$ cat config.mk
export PLATFORM = sky130hd
export DESIGN_NAME = vco_edge_counter
export DESIGN_NICKNAME = d
export VERILOG_FILES = /design/src/rtl/vco_adc_pkg.sv /design/src/rtl/vco_sync_edge.sv /design/src/rtl/vco_edge_counter.sv
export SDC_FILE = /design/constraint.sdc
export NUM_CORES = 1
export LEC_CHECK = 0
export CORE_MARGIN = 2
export CORE_UTILIZATION = 45
export DETAILED_ROUTE_END_ITERATION = 10
export GPL_ROUTABILITY_DRIVEN = 1
export PLACE_DENSITY = 0.64
export SKIP_LAST_GASP = 1
export SLEW_MARGIN = 15
export SYNTH_ARGS = -nofsm -noshare
export SYNTH_HDL_FRONTEND = slang
export SYNTH_SLANG_ARGS = --single-unit
$ cat constraint.sdc
create_clock -name clk -period 3.8 [get_ports clk]
set_clock_uncertainty 0.15 [all_clocks]
set_input_delay 1.14 -clock clk [delete_from_list [all_inputs] [get_ports clk]]
set_output_delay 1.14 -clock clk [all_outputs]
set_load 0.005 [all_outputs]
$ cat src/rtl/vco_adc_pkg.sv
// Shared types and defaults for the VCO receive-side digitizer.
// Holds the conversion FSM state type and the VCO enable polarity.
package vco_adc_pkg;

  typedef enum logic [1:0] {
    StIdle,
    StSettle,
    StRun
  } state_e;

  localparam int unsigned CNT_W_DEF = 10;
  localparam int unsigned WIN_W_DEF = 10;

  localparam logic VCO_ENB_ON  = 1'b0;
  localparam logic VCO_ENB_OFF = 1'b1;

endpackage

$ cat src/rtl/vco_sync_edge.sv
// Two-flop synchronizer for the asynchronous VCO phase plus registered rising-edge detect.
// Runs in every state, so the count starts from a settled history on entry to RUN.
module vco_sync_edge (
  input  logic clk,
  input  logic rst,
  input  logic vco_p,
  output logic rise
);

  logic s1_q, s2_q, s3_q;
  logic rise_d, rise_q;

  always_comb begin
    rise_d = s2_q & ~s3_q;
  end

  always_ff @(posedge clk) begin
    if (rst) begin
      s1_q   <= 1'b0;
      s2_q   <= 1'b0;
      s3_q   <= 1'b0;
      rise_q <= 1'b0;
    end else begin
      s1_q   <= vco_p;
      s2_q   <= s1_q;
      s3_q   <= s2_q;
      rise_q <= rise_d;
    end
  end

  assign rise = rise_q;

endmodule

$ cat src/rtl/vco_edge_counter.sv
// Enables the VCO, counts synchronized phase rising edges over a programmable window,
// and hands one count per window downstream over a valid/ready register.
module vco_edge_counter
  import vco_adc_pkg::*;
#(
  parameter int unsigned CNT_W      = CNT_W_DEF,
  parameter int unsigned WIN_W      = WIN_W_DEF,
  parameter int unsigned SETTLE_CYC = 16
) (
  input  logic             clk,
  input  logic             rst,
  input  logic             start,
  input  logic             stop,
  input  logic [WIN_W-1:0] win_len,
  input  logic             vco_p,
  output logic             vco_enb,
  output logic [CNT_W-1:0] sample,
  output logic             sample_valid,
  input  logic             sample_ready,
  output logic             overrun,
  output logic             busy
);

  localparam logic [WIN_W-1:0] WIN_ONE     = WIN_W'(1);
  localparam logic [7:0]       SETTLE_LAST = 8'(SETTLE_CYC - 1);

  state_e           state_q, state_d;
  logic [7:0]       settle_q, settle_d;
  logic [WIN_W-1:0] win_q, win_d;
  logic [WIN_W-1:0] wcnt_q, wcnt_d;
  logic [CNT_W-1:0] cnt_q, cnt_d;
  logic [CNT_W-1:0] sample_q, sample_d;
  logic             valid_q, valid_d;
  logic             overrun_q, overrun_d;
  logic             vco_enb_q, vco_enb_d;
  logic             busy_q, busy_d;

  logic             rise;
  logic             win_end;
  logic [CNT_W:0]   cnt_sum;
  logic [CNT_W-1:0] cnt_sat;

  vco_sync_edge u_sync (
    .clk  (clk),
    .rst  (rst),
    .vco_p(vco_p),
    .rise (rise)
  );

  always_comb begin
    state_d   = state_q;
    settle_d  = settle_q;
    win_d     = win_q;
    wcnt_d    = wcnt_q;
    cnt_d     = cnt_q;
    sample_d  = sample_q;
    valid_d   = valid_q;
    overrun_d = overrun_q;
    vco_enb_d = vco_enb_q;
    busy_d    = busy_q;
    win_end   = 1'b0;

    cnt_sum = {1'b0, cnt_q} + {{CNT_W{1'b0}}, rise};
    cnt_sat = cnt_sum[CNT_W] ? {CNT_W{1'b1}} : cnt_sum[CNT_W-1:0];

    unique case (state_q)
      StIdle: begin
        if (start) begin
          win_d     = (win_len == '0) ? WIN_ONE : win_len;
          overrun_d = 1'b0;
          settle_d  = '0;
          state_d   = StSettle;
          vco_enb_d = VCO_ENB_ON;
          busy_d    = 1'b1;
        end
      end
      StSettle: begin
        if (stop) begin
          state_d   = StIdle;
          vco_enb_d = VCO_ENB_OFF;
          busy_d    = 1'b0;
        end else if (settle_q == SETTLE_LAST) begin
          state_d = StRun;
          cnt_d   = '0;
          wcnt_d  = win_q;
        end else begin
          settle_d = settle_q + 8'd1;
        end
      end
      StRun: begin
        // A stop in the terminal cycle still lets this window complete and deliver.
        if (wcnt_q == WIN_ONE) begin
          win_end = 1'b1;
          cnt_d   = '0;
          wcnt_d  = win_q;
        end else begin
          wcnt_d = wcnt_q - 1'b1;
          cnt_d  = cnt_sat;
        end
        if (stop) begin
          state_d   = StIdle;
          vco_enb_d = VCO_ENB_OFF;
          busy_d    = 1'b0;
        end
      end
      default: begin
        state_d   = StIdle;
        vco_enb_d = VCO_ENB_OFF;
        busy_d    = 1'b0;
      end
    endcase

    if (win_end && (!valid_q || sample_ready)) begin
      sample_d = cnt_sat;
      valid_d  = 1'b1;
    end else begin
      if (win_end) begin
        overrun_d = 1'b1;
      end
      if (valid_q && sample_ready) begin
        valid_d = 1'b0;
      end
    end
  end

  always_ff @(posedge clk) begin
    if (rst) begin
      state_q   <= StIdle;
      settle_q  <= '0;
      win_q     <= '0;
      wcnt_q    <= '0;
      cnt_q     <= '0;
      sample_q  <= '0;
      valid_q   <= 1'b0;
      overrun_q <= 1'b0;
      vco_enb_q <= VCO_ENB_OFF;
      busy_q    <= 1'b0;
    end else begin
      state_q   <= state_d;
      settle_q  <= settle_d;
      win_q     <= win_d;
      wcnt_q    <= wcnt_d;
      cnt_q     <= cnt_d;
      sample_q  <= sample_d;
      valid_q   <= valid_d;
      overrun_q <= overrun_d;
      vco_enb_q <= vco_enb_d;
      busy_q    <= busy_d;
    end
  end

  assign vco_enb      = vco_enb_q;
  assign sample       = sample_q;
  assign sample_valid = valid_q;
  assign overrun      = overrun_q;
  assign busy         = busy_q;

endmodule

==> results by group, run 1 <==
Worst setup path
  • CP Class: in -> reg
  • Required time of the worst setup path: 3900 ps
  • Reg2reg path depth: 6
  • Crit path capture type: flop
  • Crit Path Max Fanout: 22
  • Arr. time, crit path: 2960 ps
  • Startpoint types: input pin

Synthesis
  • Library cells used by synthesis: 63
  • Synth top area cells: dfxtp_1 39%, a21oi_1 7.0%, nand2_1 5.6%
  • Sequential element share of the synthesized area: about two fifths
  • EDFF count, synth: 0
  • Synth Instances: 360
  • Synth warn: 0
  • Syn_area_per_cell: 8.373 um2
  • Post-synth top area share: between 30% and 40%
  • Asr flop ratio synth: 0%
  • Post-synth net total: approximately 380
  • Main synth FF type: dfxtp_1
  • Synth area leader: dfxtp_1
  • Synthesized area: ~3000 um2
  • Yosys reg bits: 58

Floorplan
  • DIE WIDTH: 85.84 um
  • Initial core utilization: between 40 and 50%
  • Die ar.: 7369 um2
  • I/O pin count: 30
  • Die H: about 86 um
  • Core Area: 6422 um2
  • Site row count: 29

Clock tree
  • Later-pin clock latency in the skew report: approximately 340 ps
  • Hold_buf cts: 0
  • Setup repair bufs after CTS: 0
  • CTS H-Tree Depth: 3
  • CTS root buf: clkbuf_8
  • Clock-pin transition on the worst setup and hold timing paths: 70 ps
  • Clk sinks: 58
  • CTS tree: built
  • Clk buf depth: 2
  • TritonCTS buffer count: 9
  • Post-cts resize count: 0

Placement
  • Port Buffers: 29
  • Placed insts: 450
  • Final GP Congestion: 0.8221
  • Final HPWL DP: 4.655 mm

Cells and area
  • Final Non-Filler Cells: between 400 and 500
  • FILL cells: 613
  • Fin util: 54.96%
  • Share of layout cells above drive strength 1: 10.80%
  • Antenna Cells: 0
  • Fin nets: 408
  • Syn-to-layout area delta: 17.10%

Global route
  • Remaining Overflow, GRT: 0
  • First-pass GRT wire length: between 10 and 15 mm
  • M3 GR Usage: 4.524%
  • Met1 Usage GRT: 25.67%
  • Busiest layer in global routing: met2
  • Initial antenna violation count: 0
  • M2 GR Usage: 31.89%
  • Vias in the first global route: 2446
  • Total GRT Usage: 19.89%
  • Largest net degree at the start of global routing: 34

STA
  • Slew Limit Fails: 0
  • Hold WS: 241.8 ps
  • Fin crit period: 2856 ps
  • Period utilisation layout: 75.16%
  • Worst-margin pin slew: 1145 ps
  • Worst slew margin: 22.99%
  • F_max: 350.2 MHz
  • Final hold vios: 0
  • RSZ-0062 raised after global routing: false
  • TNS Setup: 0 ps
  • Final setup violating endpoints: 0

Status
  • Outcome: finished, violations left
  • Violated checks: DRC

Drt
  • DR iter-0 viols: 127
  • DR vias: roughly 2800
  • Drt drc: 1
  • DR pass1 iterations: 7
  • Routed Antenna Nets: 0
  • WL/cell: approximately 15 um
  • Vias/cell: 5.931
  • Final WL: 6.907 mm

Pwr
  • Power Total: 1.299 mW
  • Worst vdd ir: 280.1 uV
  • Power Density: 367.9 nW/um2
  • P_leak: 1.209 nW

Flow run
  • Max cap viols: 0

Worst hold path
  • Worst hold path depth: 1
  • HP Class: reg -> reg
==> layout make-up <==
| class | instances | area, um2 | share of cell area (%) |
|---|---|---|---|
| Clock buffer | 11 | 141.4 | 4.006 |
| Timing Repair Buffer | 34 | 322.8 | 9.146 |
| Tap cell | 77 | 96.34 | 2.730 |
| Sequential cell | 58 | 1161 | 32.90 |
| Clock inverter | 5 | 53.80 | 1.524 |
| Inverter | 14 | 52.55 | 1.489 |
| Multi-Input combinational cell | 267 | 1702 | 48.21 |
==> kinds of logic (layout without fill, tap and decap cells) <==
| logic type | count (synthesis) | after routing | synth area share, % |
|---|---|---|---|
| simple gates | 140 | 140 | 23.66 |
| compound gates | 107 | 107 | 25.40 |
| mux | 9 | 9 | 2.989 |
| fa+ha+maj | 8 | 8 | 3.321 |
| xor+xnor | 3 | 3 | 0.8719 |
| buf+inv | 35 | 64 | 5.230 |
| flops | 58 | 58 | 38.52 |
==> where the power goes <==
part           internal, mW  switching [mW]  leakage (nW)
sequential            0.621         0.00762         0.470
combinational        0.0423          0.0548         0.636
clock                 0.319           0.255         0.103
total                 0.982           0.317          1.21
==> registers in the layout (all words and copies together), names as in the netlist, 2 cells and up <==
name / cells
sample: 10
wcnt_q: 10
cnt_q: 10
settle_q: 8
state_q: 2
win_q: 10
==> worst paths after layout <==
check	from	endpoint	slack (ps)
worst max register to register	state_q[0]	cnt_q[2]	1280
worst min register to register	u_sync.s3_q	u_sync.rise	240
worst min-delay path	u_sync.s3_q	u_sync.rise	240
worst max-delay path	stop	wcnt_q[1]	940
==> cell usage after synthesis (all sizes together), types with 2 or more instances <==
library cell  instances
a211oi                6
a21o                  3
a21oi                42
a221oi                2
a22oi                 2
a311oi                4
a31o                  3
a31oi                 4
a32oi                 2
and2                  2
and4                  2
buf                  14
clkbuf                7
dfxtp                58
ha                    8
inv                  13
mux2i                 9
nand2                46
nand2b                5
nand3                15
nand4                 8
nor2                 20
nor2b                 7
nor3                  9
nor3b                 2
nor4                  8
o2111ai               3
o211ai                8
o21ai                10
o32ai                 7
or3                   7
or3b                  2
or4                   2
xnor2                 3
==> stage by stage <==
stage          worst slack (ps)  instance area, um2
6_report                  944.1                3530
5_1_grt                   813.6                3530
4_1_cts                   980.5                3530
3_5_place_dp              623.2                3334
3_3_place_gp              649.1                3334
2_1_floorplan              1337                3014
==> per-layer routing <==
| metal | routed length (um) | share of wire, % | vias up |
|---|---|---|---|
| met5 | 0 | 0 | - |
| met4 | 134 | 1.9 | 0 |
| met3 | 227 | 3.3 | 13 |
| met2 | 3127 | 45 | 58 |
| met1 | 3417 | 49 | 1306 |
| li1 | - | - | 1387 |
==> placed cells by master (no fill, tap or decap), types with 4 or more instances in the layout <==
cell              n
nor4_1            7
nand2b_1          5
buf_4             5
inv_1            12
nand3_1          15
clkdlybuf4s50_1  28
o32ai_1           6
a211oi_2          4
o21ai_0           9
mux2i_1           9
nand2_1          45
nor3_1            9
o211ai_1          8
nor2_1           20
nand4_1           8
clkbuf_8         10
a21oi_1          42
a311oi_1          4
nor2b_1           7
ha_1              8
dfxtp_1          58
or3_1             6
==> critical path, stage by stage <==
cell and delay, ps:
clkdlybuf4s50_1 500, or2b_1 310, o32ai_4 260, buf_4 320, nand2_4 130, o32ai_1 270
(Power assumes the default switching activity.)
==> run 2, diff against run 1 <==
==> constraint.sdc (replaced) <==
create_clock -name clk -period 2.96 [get_ports clk]
set_clock_uncertainty 0.15 [all_clocks]
set_input_delay 0.888 -clock clk [delete_from_list [all_inputs] [get_ports clk]]
set_output_delay 0.888 -clock clk [all_outputs]
set_load 0.005 [all_outputs]
==> results by group, run 2 (synthesized netlist as in run 1, its figures left out) <==
Clock tree
  • Setup repair bufs after CTS: 0 (unchanged)
  • CTS root buf: clkbuf_8
  • Clk buf depth: 2 (unchanged)
  • Clock-pin transition on the worst setup and hold timing paths: 60 ps (about the same)
  • TritonCTS buffer count: 9 (unchanged)
  • Clk sinks: 58 (unchanged)
  • CTS H-Tree Depth: 3 (unchanged)
  • CTS tree: built
  • Post-cts resize count: 0 (unchanged)
  • Later-pin clock latency in the skew report: 350 ps (about the same)
  • Hold_buf cts: 0 (unchanged)

Placement
  • Post-Place Setup Slack: 159.4 ps (-463.8 ps)
  • Port Buffers: 29 (unchanged)
  • Placed insts: 455 (+1.1%)
  • Final HPWL DP: 4.789 mm (+2.9%)
  • Post-DP Area: 3385 um2 (+1.5%)
  • Final GP Congestion: 0.8406 (+2.3%)

Cells and area
  • Syn-to-layout area delta: 19.55%
  • Fin nets: 413 (+1.2%)
  • Commonest non-fill, non-tap cell in the layout: dfxtp_1
  • Most frequent cells in the layout: 58 x dfxtp_1, 45 x nand2_1, 42 x a21oi_1, 28 x clkdlybuf4s50_1, 20 x nor2_1
  • Antenna Cells: 0 (unchanged)
  • Design area: 3603 um2 (+2.1%)
  • Final Non-Filler Cells: 471 (+1.1%)
  • Fin util: 56.11% (+1.1 points)
  • Share of layout cells above drive strength 1: 11.93% (+1.1 points)

Global route
  • Vias in the first global route: 2540 (+3.8%)
  • First-pass GRT wire length: 11.87 mm (+2.4%)
  • Remaining Overflow, GRT: 0 (unchanged)
  • Largest net degree at the start of global routing: 34 (unchanged)
  • Initial antenna violation count: 0 (unchanged)
  • Total GRT Usage: 20.45% (+0.56 points)

Drt
  • DR iter-0 viols: 137 (+7.9%)
  • Routed Antenna Nets: 0 (unchanged)
  • Drt drc: 1 (unchanged)
  • Vias/cell: 5.894 (-0.63%)
  • Final WL: 6.961 mm (+0.78%)
  • DR vias: 2776 (+0.43%)
  • WL/cell: 14.78 um (-0.29%)
  • DR pass1 iterations: 7 (unchanged)

Pwr
  • Net Sw Power: 405.3 uW (+28%)
  • Worst vdd ir: 428.3 uV (+53%)
  • Sw frac: 23.12% (-1.3 points)
  • Int Power: 1.348 mW (+37%)
  • Combinational power share: 7.2% (-0.3 points)
  • P_leak: 1.243 nW (+2.8%)
  • Sequential share of power: 46.0% (-2.4 points)
  • Power Total: 1.753 mW (+35%)
  • Clock power share: 46.8% (+2.7 points)
  • Power Density: 486.5 nW/um2 (+32%)

Worst setup path
  • Crit path capture type: flop
  • Startpoint types: input pin
  • Slowest stage cell, crit path: o32a_2
  • CP bufs+invs: 1 (-1)
  • RR Endpoint: cnt_q[3]
  • Arr. time, crit path: 2560 ps (-400 ps)
  • Flop-to-flop setup slack: 560 ps (-720 ps)
  • Reg2reg path depth: 6 (unchanged)
  • CP Class: in -> reg
  • Crit Path Max Fanout: 12 (-45%)
  • Crit-path cells: clkdlybuf4s50_1, or2b_1, o32a_2, a21o_1, a221oi_2
  • Crit path capture: wcnt_q[5]
  • Stages on the worst setup path: 5 (-1)
  • Largest delay share family, worst path: compound AO/OA/AOI/OAI gates
  • Max stage delay on crit path: 520 ps (+20 ps)
  • Critical Path Start: stop
  • FF-to-FF Start: cnt_q[0]
  • Required time of the worst setup path: 3080 ps (-820 ps)

STA
  • Final hold vios: 0 (unchanged)
  • Slew Limit Fails: 0 (unchanged)
  • Fin crit period: 2448 ps
  • Hold WS: 230.9 ps (-10.93 ps)
  • Worst-margin pin slew: 592.0 ps (-552.6 ps)
  • F_max: around 410 MHz
  • RSZ-0062 raised after global routing: false
  • Setup WS post-layout: 511.5 ps (-432.6 ps)
  • Final setup violating endpoints: 0 (unchanged)
  • TNS Setup: 0 ps (unchanged)
  • Period utilisation layout: 82.72%
  • Worst slew margin: 60.36% (+37 points)

Floorplan
  • Initial core utilization: 46.93% (unchanged)
  • Die ar.: 7369 um2 (unchanged)
  • Die H: 85.84 um (unchanged)
  • Site row count: 29 (unchanged)
  • Core Area: 6422 um2 (unchanged)
  • DIE WIDTH: 85.84 um (unchanged)
  • I/O pin count: 30 (unchanged)

Worst hold path
  • HP Class: reg -> reg

Status
  • Violated checks: DRC
  • Outcome: finished, violations left

Flow run
  • Max cap viols: 0 (unchanged)
## run 2: cell count changes in the layout (fill, tap and decap cells not counted)
cell	delta
clkinvlp_4	+1
clkinv_4	-1
buf_4	+4
buf_12	+1
clkinv_2	-1
bufinv_16	+1
## run 2: cell type report
class | instances | area, um2
tap | 77 | 96.34
clock buffer | 11 | 141.4
timing repair buffer | 39 | 372.9
multi-input combinational | 267 | 1702
inverter | 14 | 52.55
sequential | 58 | 1161
clock inverter | 5 | 77.57
fill | 600 | 2819
## run 2: how the worst min path moves through the flow
stage / from / endpoint / slack (ps) / cells after the start
after floorplan: u_sync.s3_q / u_sync.rise / 220 / 1
after global placement: u_sync.s3_q / u_sync.rise / 220 / 1
after detailed placement: u_sync.s3_q / u_sync.rise / 220 / 1
after CTS: u_sync.s3_q / u_sync.rise / 230 / 1
after global routing: u_sync.s3_q / u_sync.rise / 250 / 1
final: u_sync.s3_q / u_sync.rise / 230 / 1
## run 2: power by group through the flow
| stage | clock network (mW) | logic [mW] | registers [mW] |
|---|---|---|---|
| 6_report | 0.820 | 0.126 | 0.807 |
| 5_1_grt | 0.869 | 0.142 | 0.808 |
| 4_1_cts | 0.832 | 0.127 | 0.807 |
| 3_5_place_dp | 0 | 0.127 | 0.824 |
| 3_3_place_gp | 0 | 0.125 | 0.824 |
| 2_1_floorplan | 0 | 0.0773 | 0.822 |
## run 2: routing by layer
layer  GRT usage, %  part of all wire (%)  up-vias  wire, um
met1          25.61                    45     1302      3133
met4          8.225                   1.9        0       131
met5              0                     0        -         0
met2          33.66                    48       67      3370
li1               -                     -     1391         -
met3          5.197                   4.7       16       325
==> run 3, diff against run 2 <==
==> constraint.sdc (replaced) <==
create_clock -name clk -period 2.3 [get_ports clk]
set_clock_uncertainty 0.15 [all_clocks]
set_input_delay 0.69 -clock clk [delete_from_list [all_inputs] [get_ports clk]]
set_output_delay 0.69 -clock clk [all_outputs]
set_load 0.005 [all_outputs]
==> results by group, run 3 (synthesized netlist as in run 1, its figures left out) <==
Status
  • Outcome: finished clean

Drt
  • DR vias: 2834 (+2.1%)
  • Final WL: 7.208 mm (+3.5%)
  • Drt drc: 0 (-1)
  • DR iter-0 viols: 112 (-18%)
  • Routed Antenna Nets: 0 (unchanged)
  • DR pass1 iterations: 6 (-1)
  • Vias/cell: 5.691 (-3.4%)
  • WL/cell: 14.47 um (-2.1%)

Worst setup path
  • Crit path capture: wcnt_q[5]
  • Startpoint types: input pin
  • CP Class: in -> reg
  • Required time of the worst setup path: 2390 ps (-690 ps)
  • Critical Path Start: stop
  • Flop-to-flop setup slack: 130 ps (-430 ps)
  • Reg2reg path depth: 7 (+1)
  • Crit path capture type: flop
  • RR Endpoint: sample[5]
  • Crit Path Max Fanout: 7 (-5)
  • FF-to-FF Start: wcnt_q[1]
  • Arr. time, crit path: 2280 ps (-280 ps)

Placement
  • Final GP Congestion: 0.8520 (+1.4%)
  • Final HPWL DP: 5.096 mm (+6.4%)
  • Port Buffers: 29 (unchanged)
  • Post-DP Area: 3580 um2 (+5.8%)

Cells and area
  • Fin nets: 442 (+7.0%)
  • Antenna Cells: 0 (unchanged)
  • Design area: 3821 um2 (+6.0%)
  • Commonest non-fill, non-tap cell in the layout: dfxtp_1
  • Syn-to-layout area delta: 26.77%
  • Share of layout cells above drive strength 1: 18.05% (+6.1 points)
  • Most frequent cells in the layout: 58 x dfxtp_1, 45 x nand2_1, 42 x a21oi_1, 37 x buf_4, 28 x clkdlybuf4s50_1

STA
  • Period utilisation layout: 95.21%
  • TNS Setup: 0 ps (unchanged)
  • Final hold vios: 0 (unchanged)
  • Slew Limit Fails: 0 (unchanged)
  • Fin crit period: 2190 ps
  • Worst-margin pin slew: 781.0 ps (+189.0 ps)
  • F_max: 456.7 MHz
  • Worst slew margin: 47.45% (-13 points)
  • Final setup violating endpoints: 0 (unchanged)

Flow run
  • Max cap viols: 0 (unchanged)

Clock tree
  • Clock-pin transition on the worst setup and hold timing paths: 60 ps (about the same)
  • Hold_buf cts: 0 (unchanged)
  • TritonCTS buffer count: 9 (unchanged)
  • Clk sinks: 58 (unchanged)
  • Clk buf depth: 2 (unchanged)
  • Later-pin clock latency in the skew report: 340 ps (about the same)
  • CTS H-Tree Depth: 3 (unchanged)
  • CTS tree: built
  • CTS root buf: clkbuf_8

Pwr
  • Combinational power share: 8.4% (+1.2 points)
  • Clock power share: 43.3% (-3.5 points)
  • Power Density: 562.3 nW/um2 (+16%)
  • Net Sw Power: 491.5 uW (+21%)
  • P_leak: 1.381 nW (+11%)
  • Worst vdd ir: 390.1 uV (-8.9%)
  • Int Power: 1.657 mW (+23%)
  • Sequential share of power: 48.4% (+2.4 points)
  • Sw frac: 22.87% (-0.24 points)

Floorplan
  • Initial core utilization: 46.93% (unchanged)
  • I/O pin count: 30 (unchanged)
  • Core Area: 6422 um2 (unchanged)
  • Die H: 85.84 um (unchanged)
  • Site row count: 29 (unchanged)
  • DIE WIDTH: 85.84 um (unchanged)
  • Die ar.: 7369 um2 (unchanged)

Global route
  • Largest net degree at the start of global routing: 22 (-35%)
  • Initial antenna violation count: 0 (unchanged)
  • First-pass GRT wire length: 12.50 mm (+5.2%)
  • Remaining Overflow, GRT: 0 (unchanged)
  • Total GRT Usage: 21.09% (+0.63 points)
  • Vias in the first global route: 2776 (+9.3%)

Worst hold path
  • HP Class: reg -> reg
==> run 3: cell count changes in the layout (fill, tap and decap cells not counted), sizes merged <==
cell      change
buf          +29
clkinvlp      -1
bufinv        -1
==> run 3: layout make-up <==
| cell class | count | area, um2 |
|---|---|---|
| clock buffer | 11 | 151.4 |
| multi-input combinational | 267 | 1725 |
| sequential | 58 | 1161 |
| inverter | 14 | 52.55 |
| tap | 77 | 96.34 |
| timing repair buffer | 68 | 594.3 |
| clock inverter | 3 | 40.04 |
| fill | 583 | 2601 |
==> run 3: power by group through the flow <==
stage	Combinational [mW]	Clock [mW]	Sequential (mW)
after global placement	0.177	0	1.06
after floorplan	0.0994	0	1.06
final	0.180	0.930	1.04
after detailed placement	0.181	0	1.06
after global routing	0.204	0.999	1.04
after CTS	0.182	0.950	1.04
==> run 3: critical path, cell delays in order <==
cell	delay [ps]
clkdlybuf4s50_1	410
or2b_1	270
o32a_2	470
a21o_1	190
a221oi_2	250
==> run 3: timing repair <==
| action | 4_1_cts | 5_1_grt |
|---|---|---|
| setup buffers | 0 | 2 |
| endpoints found under the hold margin | 0 | 0 |
| gates resized for setup | 0 | 7 |
| endpoints found under the setup margin | 0 | 10 |
==> run 3: worst min-delay path by stage <==
stage | to | cells after the start | start | slack (ps)
after floorplan | u_sync.rise | 1 | u_sync.s3_q | 220
after global placement | u_sync.rise | 1 | u_sync.s3_q | 220
after detailed placement | u_sync.rise | 1 | u_sync.s3_q | 230
after CTS | u_sync.rise | 1 | u_sync.s3_q | 240
after global routing | u_sync.rise | 1 | u_sync.s3_q | 280
final | u_sync.rise | 1 | u_sync.s3_q | 230
==> run 3: layer usage <==
layer	part of all wire [%]	track usage, %	routed length [um]	vias up
li1	-	-	-	1447
met1	49	26.84	3510	1315
met2	45	35.16	3270	60
met3	3.9	3.946	278	12
met4	2.1	8.658	148	0
met5	0	0	0	-
==> run 3: through the flow <==
step | setup WS (ps) | power (mW) | hold WS (ps) | instances | utilization (%)
5_1_grt | -23.28 | 2.243 | 276.7 | 498 | 59.50
4_1_cts | 87.97 | 2.171 | 237.6 | 495 | 58.72
3_5_place_dp | -228.7 | 1.242 | 228.9 | 481 | 55.74
6_report | 110.2 | 2.149 | 234.4 | 498 | 59.50
3_3_place_gp | -204.5 | 1.238 | 223.1 | 481 | 55.74
2_1_floorplan | 123.2 | 1.157 | 217.4 | 360 | -
